<file path="src/rtl/rr_priority_arbiter_pkg.sv">
// Shared constants, FSM state type and helpers for the rotating-priority arbiter.
package arb_pkg;

    localparam int unsigned ARB_N        = 8;
    localparam int unsigned ARB_IDW      = 3;
    localparam int unsigned ARB_MAX_HOLD = 16;

    typedef enum logic [0:0] {
        ST_IDLE,
        ST_GRANT
    } arb_state_t;

    function automatic logic [ARB_N-1:0] arb_onehot(input logic [ARB_IDW-1:0] idx);
        arb_onehot      = '0;
        arb_onehot[idx] = 1'b1;
    endfunction

endpackage

</file>
<file path="src/rtl/rr_priority_arbiter_if.sv">
// Request/grant bundle between requester blocks (master) and the arbiter (slave).
interface rr_priority_arbiter_if #(
    parameter int unsigned N   = 8,
    parameter int unsigned IDW = 3
);
    logic [N-1:0]   req;
    logic           done;
    logic [N-1:0]   grant;
    logic [IDW-1:0] grant_id;
    logic           grant_valid;
    logic           timeout;

    modport master (
        output req, done,
        input  grant, grant_id, grant_valid, timeout
    );

    modport slave (
        input  req, done,
        output grant, grant_id, grant_valid, timeout
    );
endinterface

</file>
<file path="src/rtl/rr_priority_arbiter_prio_enc.sv">
// Highest-index-first priority encoder; idx is 0 when no input bit is set.
module prio_enc_n #(
    parameter int unsigned N   = 8,
    parameter int unsigned IDW = 3
) (
    input  logic [N-1:0]   in,
    output logic [IDW-1:0] idx,
    output logic           any
);
    always_comb begin
        idx = '0;
        any = 1'b0;
        // Ascending scan: the last set bit seen is the highest one.
        for (int unsigned k = 0; k < N; k++) begin
            if (in[k]) begin
                idx = IDW'(k);
                any = 1'b1;
            end
        end
    end
endmodule

</file>
<file path="src/rtl/rr_priority_arbiter.sv">
// Rotating-priority arbiter with hold timeout and a mandatory dead cycle between owners.
module rr_priority_arbiter
    import arb_pkg::*;
#(
    parameter int unsigned N        = ARB_N,
    parameter int unsigned IDW      = ARB_IDW,
    parameter int unsigned MAX_HOLD = ARB_MAX_HOLD
) (
    input logic               clk,
    input logic               rst_n,
    rr_priority_arbiter_if.slave bus
);
    localparam int unsigned HCW = 8;

    arb_state_t     r_state;
    logic [N-1:0]   r_grant;
    logic [IDW-1:0] r_grant_id;
    logic           r_grant_valid;
    logic           r_timeout;
    logic [IDW-1:0] r_last_id;
    logic [HCW-1:0] r_hold_cnt;

    logic [N-1:0]   w_mask;
    logic [N-1:0]   w_masked;
    logic [IDW-1:0] w_idx_masked;
    logic [IDW-1:0] w_idx_raw;
    logic           w_any_masked;
    logic           w_any_raw;
    logic [IDW-1:0] w_win;
    logic [N-1:0]   w_onehot;
    logic           w_req_own;
    logic           w_expire;

    // Only indices strictly below the last owner survive the mask.
    assign w_mask   = (N'(1) << r_last_id) - N'(1);
    assign w_masked = bus.req & w_mask;

    prio_enc_n #(.N(N), .IDW(IDW)) u_enc_masked (
        .in  (w_masked),
        .idx (w_idx_masked),
        .any (w_any_masked)
    );

    prio_enc_n #(.N(N), .IDW(IDW)) u_enc_raw (
        .in  (bus.req),
        .idx (w_idx_raw),
        .any (w_any_raw)
    );

    assign w_win     = w_any_masked ? w_idx_masked : w_idx_raw;
    assign w_onehot  = N'(1) << w_win;
    assign w_req_own = bus.req[r_grant_id];
    assign w_expire  = (r_hold_cnt == HCW'(MAX_HOLD - 1));

    always_ff @(posedge clk or negedge rst_n) begin
        if (!rst_n) begin
            r_state       <= ST_IDLE;
            r_grant       <= '0;
            r_grant_id    <= '0;
            r_grant_valid <= 1'b0;
            r_timeout     <= 1'b0;
            r_last_id     <= '0;
            r_hold_cnt    <= '0;
        end else begin
            r_timeout <= 1'b0;
            case (r_state)
                ST_IDLE: begin
                    if (w_any_raw) begin
                        r_state       <= ST_GRANT;
                        r_grant       <= w_onehot;
                        r_grant_id    <= w_win;
                        r_grant_valid <= 1'b1;
                        r_last_id     <= w_win;
                        r_hold_cnt    <= '0;
                    end
                end
                ST_GRANT: begin
                    if (bus.done || !w_req_own || w_expire) begin
                        r_state       <= ST_IDLE;
                        r_grant       <= '0;
                        r_grant_valid <= 1'b0;
                        r_hold_cnt    <= '0;
                        // Expiry only flags a timeout when it is the sole release cause.
                        r_timeout     <= w_expire && !bus.done && w_req_own;
                    end else begin
                        r_hold_cnt <= r_hold_cnt + HCW'(1);
                    end
                end
                default: r_state <= ST_IDLE;
            endcase
        end
    end

    assign bus.grant       = r_grant;
    assign bus.grant_id    = r_grant_id;
    assign bus.grant_valid = r_grant_valid;
    assign bus.timeout     = r_timeout;
endmodule

</file>
<file path="src/flat_wrapper.sv">
// flat-port wrapper written by rule: the top's interface ports become plain ports
module rr_priority_arbiter_flat import arb_pkg::*;
#(
    parameter int unsigned N        = ARB_N,
    parameter int unsigned IDW      = ARB_IDW,
    parameter int unsigned MAX_HOLD = ARB_MAX_HOLD
)
  (clk, rst_n, bus_req, bus_done, bus_grant, bus_grant_id, bus_grant_valid, bus_timeout);
  rr_priority_arbiter_if #(.N(N), .IDW(IDW)) bus_i ();
  input logic clk;
  input logic rst_n;
  input wire logic [$bits(bus_i.req)-1:0] bus_req;
  input wire logic [$bits(bus_i.done)-1:0] bus_done;
  output wire logic [$bits(bus_i.grant)-1:0] bus_grant;
  output wire logic [$bits(bus_i.grant_id)-1:0] bus_grant_id;
  output wire logic [$bits(bus_i.grant_valid)-1:0] bus_grant_valid;
  output wire logic [$bits(bus_i.timeout)-1:0] bus_timeout;
  assign bus_i.req = bus_req;
  assign bus_i.done = bus_done;
  assign bus_grant = bus_i.grant;
  assign bus_grant_id = bus_i.grant_id;
  assign bus_grant_valid = bus_i.grant_valid;
  assign bus_timeout = bus_i.timeout;
  rr_priority_arbiter #(.N(N), .IDW(IDW), .MAX_HOLD(MAX_HOLD)) u_core (.clk(clk), .rst_n(rst_n), .bus(bus_i));
endmodule
</file>
<file path="config.mk">
export PLATFORM = sky130hd
export DESIGN_NAME = rr_priority_arbiter_flat
export DESIGN_NICKNAME = d
export VERILOG_FILES = /design/src/rtl/rr_priority_arbiter_pkg.sv /design/src/rtl/rr_priority_arbiter_if.sv /design/src/rtl/rr_priority_arbiter_prio_enc.sv /design/src/rtl/rr_priority_arbiter.sv /design/src/flat_wrapper.sv
export SDC_FILE = /design/constraint.sdc
export NUM_CORES = 1
export LEC_CHECK = 0
export CORE_MARGIN = 2
export CORE_UTILIZATION = 50
export CTS_CLUSTER_DIAMETER = 40
export CTS_CLUSTER_SIZE = 12
export DETAILED_ROUTE_END_ITERATION = 6
export HOLD_SLACK_MARGIN = 0.08
export PLACE_DENSITY = 0.76
export SLEW_MARGIN = 20
export SYNTH_ARGS = -nofsm -noshare
export SYNTH_HDL_FRONTEND = slang
export SYNTH_SLANG_ARGS = --single-unit
</file>
<file path="constraint.sdc">
create_clock -name clk -period 6.6 [get_ports clk]
set_input_delay 1.98 -clock clk [delete_from_list [all_inputs] [get_ports clk]]
set_output_delay 1.98 -clock clk [all_outputs]
set_load 0.005 [all_outputs]
</file>
==> impl_metrics.tcl, run 1 <==
set metrics [dict create \
    synth.top_cells.by_area "dfrtp_1, nand2_1, a22o_1, o21ai_0, mux4_2" \
    grt_max_degree 23 \
    dr.first_iter.drc_count 48 \
    grt_pass1_wl_um 4910 \
    start_util_pct 53.9 \
    hp-class "flip-flop to flip-flop" \
    cts_root_buf "clkbuf_4" \
    crit_fanout 6 \
    antenna_cells 0 \
    worstSetupEndpointType "flip-flop" \
    wl_per_cell_um 14.5 \
    layout_common_cells "clkdlybuf4s50_1, dfrtp_1, nand2_1" \
    rrSetupSlack_ns 3.58 \
    final_max_slew_viol_count 0 \
    grt_pass1_vias 1088 \
    cap_violations 0 \
    io-pin-count 24 \
    coreArea_um2 2520 \
    synth_seq_cells 22 \
    die_w_um 56.2 \
    port_buffers 23 \
    reg2reg_from "u_core.bus.grant_id[1]$_DFFE_PN0P_" \
    via_per_inst 5.99 \
    synth.yosys.warnings 0 \
    vias 1193 \
    clk_latency_ns 0.30 \
    start_kind "input port" \
    die-area_um2 3150 \
    hold_viol 0 \
    wl_um 2890 \
    post_cts_buffers 0 \
    drtPass1Iterations 4 \
    synth_area_leader_cell "dfrtp_1" \
    hold_buffers 0 \
    ys_async_sr_fraction_pct 100 \
    htreeDepth 1 \
    clock-sinks 22 \
    dp_cells 195 \
    cp-endpoint "u_core.bus.grant[2]$_DFFE_PN0P_" \
    cp.required_ns 6.85 \
    rsz0062_at_grt "false" \
    crit_start "bus_req[5]" \
    clk_pin_slew_ns 0.12 \
    period_share_pct 59.3 \
    ant_nets 0 \
    ys_types 43 \
    cts_tree "yes" \
    gr-total-overflow 0 \
    final_common_cell "clkdlybuf4s50_1" \
    remaining_drc_errors 0 \
    stdcell_count 199 \
    p_per_area_nw_per_um2 417 \
    critPathKind "input port to flip-flop" \
    r2r_cells 8 \
    status "complete, no violations" \
    gr-usage-all-layers_pct 19.2 \
    p_leak_uw 0.000701 \
    drive_above_1_share_pct 7.10 \
    reg2reg_to "u_core.bus.grant[2]$_DFFE_PN0P_" \
    syn_avg_cell_area_um2 9.32 \
    synth.net_count 159 \
    maxSlewHeadroom_pct 37.7 \
    synth-edff-count 0 \
    yosysTopAreaCellShare_pct 40.5 \
    syn_to_final_growth_pct 21.7 \
    ctsResizeCount 0 \
    synth_area_um2 1360 \
    routabilityCongestion 0.844 \
    die_y_um 56.2 \
    synth-seq-area-share_pct 40.5 \
    fin_nets 183 \
    fmax_mhz 256 \
    ir_drop_mv 0.294 \
    worst-slew-pin-transition_ns 0.932 \
    num_rows 18 \
    synth_cells 146 \
    dp_hpwl_um 2190 \
    post-route-min-period_ns 3.91 \
    antenna_found_initial 0 \
    setup_viol 0 \
    cts_buffers 3 \
    critPathArrivalTime_ns 4.17 \
    tns_ns 0 \
    synth_flop_cell "dfrtp_1" \
    cts.path.max_buffers 2 \
    skew_ns 0.00109 \
]
==> through the flow <==
step                      setup slack [ns]  hold WS [ns]  power (uW)  util [%]  area, um^2
after CTS                             2.71         0.519         694      65.6        1660
after detailed placement              2.38         0.486         590      63.5        1600
after floorplan                       3.24         0.467         465         -        1360
after global placement                2.44         0.489         583      63.5        1600
after global routing                  2.53         0.550         744      65.6        1660
final                                 2.69         0.521         691      65.6        1660
==> registers in the layout, summed over array words and instances, names as in the netlist <==
register                flops
u_core.bus.grant            8
u_core.bus.grant_id         3
u_core.bus.grant_valid      1
u_core.bus.timeout          1
u_core.r_hold_cnt           8
u_core.r_state              1
==> cell usage after synthesis (2+ instances only) <==
| library cell | count |
|---|---|
| nand2b_1 | 5 |
| nor2_1 | 12 |
| a32o_1 | 2 |
| or2_1 | 2 |
| a21oi_1 | 8 |
| nor2b_1 | 2 |
| nor3b_1 | 2 |
| xor2_1 | 2 |
| nand2_1 | 17 |
| dfrtp_1 | 22 |
| buf_2 | 2 |
| nor4_1 | 3 |
| mux2i_1 | 2 |
| and3_1 | 3 |
| o21bai_1 | 3 |
| inv_1 | 4 |
| ha_1 | 2 |
| mux4_2 | 2 |
| and2_1 | 3 |
| a21o_1 | 2 |
| xnor2_1 | 2 |
| a22o_1 | 6 |
| nor3_1 | 3 |
| o21ai_0 | 10 |
| o31ai_1 | 3 |
| nand3_1 | 5 |
==> kinds of logic (layout without fill, tap and decap cells) <==
group	count (synthesis)	after routing	share of synthesized area, %
and+or+nand+nor	62	62	23.6
AOI/OAI and AO/OA	43	43	22.9
DFF	22	22	40.5
buffers and inverters	8	31	2.94
muxes	5	5	5.61
xor gates and xnor gates	4	4	2.58
adders and majority gates	2	2	1.84
==> area by class of cell <==
class	instances	area, um^2
tap	30	37.5
clock buffer	3	22.5
multi-input combinational	116	769
fill	218	867
sequential	22	551
timing repair buffer	23	230
clock inverter	1	30.0
inverter	4	15.0
==> metal layers <==
layer  vias up  global-route usage (%)  share of wire, %
met4         0                    3.06              0.38
met2        34                    29.4                46
met1       572                    27.7                47
li1        585                       -                 -
met3         2                    5.35               5.8
met5         -                       0                 0
==> report_power, final <==
| group | internal, uW | switching (uW) |
|---|---|---|
| registers | 175 | 59.3 |
| clock network | 61.4 | 40.1 |
| logic | 187 | 169 |
==> critical path, cell delays in order <==
cell	delay (ns)
clkdlybuf4s50_1	0.51
nor4_1	0.54
nor3_1	0.15
nor4b_1	0.59
and2_1	0.26
a22o_1	0.14
==> how the worst min path moves through the flow <==
stage / startpoint / to / slack, ns / cells past startpoint
floorplan: u_core.r_hold_cnt[3]$_DFFE_PN0P_ / u_core.r_hold_cnt[3]$_DFFE_PN0P_ / 0.47 / 2
global placement: u_core.r_hold_cnt[3]$_DFFE_PN0P_ / u_core.r_hold_cnt[3]$_DFFE_PN0P_ / 0.49 / 2
detailed placement: u_core.bus.grant[1]$_DFFE_PN0P_ / u_core.bus.grant[1]$_DFFE_PN0P_ / 0.49 / 1
CTS: u_core.bus.grant[1]$_DFFE_PN0P_ / u_core.bus.grant[1]$_DFFE_PN0P_ / 0.52 / 1
global route: u_core.bus.grant[1]$_DFFE_PN0P_ / u_core.bus.grant[1]$_DFFE_PN0P_ / 0.55 / 1
finish: u_core.bus.grant[1]$_DFFE_PN0P_ / u_core.bus.grant[1]$_DFFE_PN0P_ / 0.52 / 1
(Power assumes the default switching activity.)
==> run 2, diff against run 1 <==
--- a/config.mk
+++ b/config.mk
@@ -6,12 +6,12 @@
 export NUM_CORES = 1
 export LEC_CHECK = 0
 export CORE_MARGIN = 2
-export CORE_UTILIZATION = 50
+export CORE_UTILIZATION = 47
 export CTS_CLUSTER_DIAMETER = 40
 export CTS_CLUSTER_SIZE = 12
 export DETAILED_ROUTE_END_ITERATION = 6
 export HOLD_SLACK_MARGIN = 0.08
-export PLACE_DENSITY = 0.76
+export PLACE_DENSITY = 0.75
 export SLEW_MARGIN = 20
 export SYNTH_ARGS = -nofsm -noshare
 export SYNTH_HDL_FRONTEND = slang
==> constraint.sdc (replaced) <==
create_clock -name clk -period 3.4 [get_ports clk]
set_input_delay 1.02 -clock clk [delete_from_list [all_inputs] [get_ports clk]]
set_output_delay 1.02 -clock clk [all_outputs]
set_load 0.005 [all_outputs]
==> impl_metrics.tcl, run 2 (synthesized netlist as in run 1, its figures left out) <==
set metrics [dict create \
    cts_root_buf "clkbuf_4" \
    reg2reg_to "u_core.bus.grant[0]$_DFFE_PN0P_" \
    start_kind "input port" \
    die_w_um 57.8 \
    cts_tree "yes" \
    combPwrFrac_pct 57.5 \
    via_per_inst 5.87 \
    final_max_slew_viol_count 0 \
    wl_met3_um 128 \
    wl_um 3010 \
    dp_hpwl_um 2260 \
    hp-class "flip-flop to flip-flop" \
    wl_per_cell_um 14.6 \
    maxSlewHeadroom_pct 63.3 \
    routabilityCongestion 0.865 \
    ant_nets 0 \
    power.switching_uw 542 \
    syn_to_final_growth_pct 25.7 \
    cts.path.max_buffers 2 \
    antenna_cells 0 \
    min-delay-start "u_core.bus.grant[0]$_DFFE_PN0P_" \
    crit_fanout 8 \
    p_clk_share_pct 14.3 \
    coreArea_um2 2760 \
    dr.first_iter.drc_count 50 \
    antenna_found_initial 0 \
    port_buffers 23 \
    worst-slew-pin-transition_ns 0.546 \
    wl_met1_um 1500 \
    grt_max_degree 23 \
    hold_buffers 0 \
    clk_pin_slew_ns 0.12 \
    skew_ns 0.00439 \
    post_cts_buffers 0 \
    hold_depth 1 \
    num_rows 19 \
    r2r_cells 8 \
    p_per_area_nw_per_um2 825 \
    critPathKind "input port to flip-flop" \
    grt_pass1_vias 1169 \
    route.met2.wl_um 1360 \
    layout_common_cells "clkdlybuf4s50_1, dfrtp_1, nand2_1" \
    reg2reg_from "u_core.bus.grant_id[0]$_DFFE_PN0P_" \
    clock-sinks 22 \
    worstSetupEndpointType "flip-flop" \
    die-area_um2 3340 \
    fin_nets 190 \
    start_util_pct 49.3 \
    hold_viol 0 \
    critPathArrivalTime_ns 3.03 \
    seq_power_share_pct 28.2 \
    cts_buffers 3 \
    p_leak_uw 0.000735 \
    p_int_uw 868 \
    drive_above_1_share_pct 10.8 \
    rsz0062_at_grt "false" \
    top_layer "met4" \
    p_sw_share_pct 38.5 \
    vias 1215 \
    io-pin-count 24 \
    grt_pass1_wl_um 5230 \
    clk_latency_ns 0.31 \
    tns_ns 0 \
    final_util_pct 62.0 \
    final_common_cell "clkdlybuf4s50_1" \
    drtPass1Iterations 4 \
    whs_endpoint "u_core.bus.grant[0]$_DFFE_PN0P_" \
    ir_drop_mv 0.655 \
    setup_viol 0 \
    gr-usage-all-layers_pct 20.0 \
    cp.required_ns 3.61 \
    rrSetupSlack_ns 0.70 \
    fmax_mhz 355 \
    htreeDepth 1 \
    status "complete, no violations" \
    die_y_um 57.8 \
    post-route-min-period_ns 2.82 \
    remaining_drc_errors 0 \
    ctsResizeCount 0 \
    period_share_pct 82.9 \
    power.total_uw 1410 \
    gr-total-overflow 0 \
    cap_violations 0 \
]
## run 2: changes by cell type in the layout (fill, tap and decap cells not counted), sizes merged
cell | previous run | this run
buf | 0 | 7
## run 2: layout make-up
cell class | instances | area, um^2
multi-input combinational | 116 | 769
clock buffer | 3 | 22.5
sequential | 22 | 551
tap | 31 | 38.8
clock inverter | 1 | 30.0
inverter | 4 | 15.0
timing repair buffer | 30 | 283
fill | 231 | 1050
## run 2: critical path, cell delays in order
cell	delay, ns
clkdlybuf4s50_1	0.54
and2_1	0.22
a32oi_1	0.15
o21ai_1	0.18
or2_1	0.29
a311o_1	0.39
a32o_1	0.24
## run 2: per-layer routing
| layer | vias up | track usage, % |
|---|---|---|
| met1 | 571 | 30.5 |
| met4 | 0 | 6.64 |
| li1 | 603 | - |
| met5 | - | 0 |
| met3 | 4 | 2.01 |
| met2 | 37 | 29.9 |
## run 2: through the flow
step	hold WS, ns	instance area [um^2]	std cells	setup WS (ns)
floorplan	0.467	1360	146	0.693
global placement	0.484	1660	203	0.336
detailed placement	0.481	1660	203	0.279
CTS	0.524	1710	207	0.606
global route	0.538	1710	207	0.472
finish	0.525	1710	207	0.580
## run 2: worst max path at each step
stage	slack, ns	from	cells after the start	end
2_1_floorplan	0.69	u_core.bus.grant_id[1]$_DFFE_PN0P_	10	u_core.bus.grant[0]$_DFFE_PN0P_
3_3_place_gp	0.34	bus_req[4]	7	u_core.bus.grant[0]$_DFFE_PN0P_
3_5_place_dp	0.28	bus_req[4]	7	u_core.bus.grant[0]$_DFFE_PN0P_
4_1_cts	0.61	bus_req[4]	7	u_core.bus.grant[0]$_DFFE_PN0P_
5_1_grt	0.47	bus_req[4]	7	u_core.bus.grant[1]$_DFFE_PN0P_
6_report	0.58	bus_req[4]	7	u_core.bus.grant[0]$_DFFE_PN0P_
## run 2: power by group through the flow
stage	registers, uW	logic (uW)	clock network [uW]
after detailed placement	398	805	0
after CTS	397	810	204
after floorplan	410	493	0
after global routing	408	893	215
final	398	810	202
after global placement	397	793	0
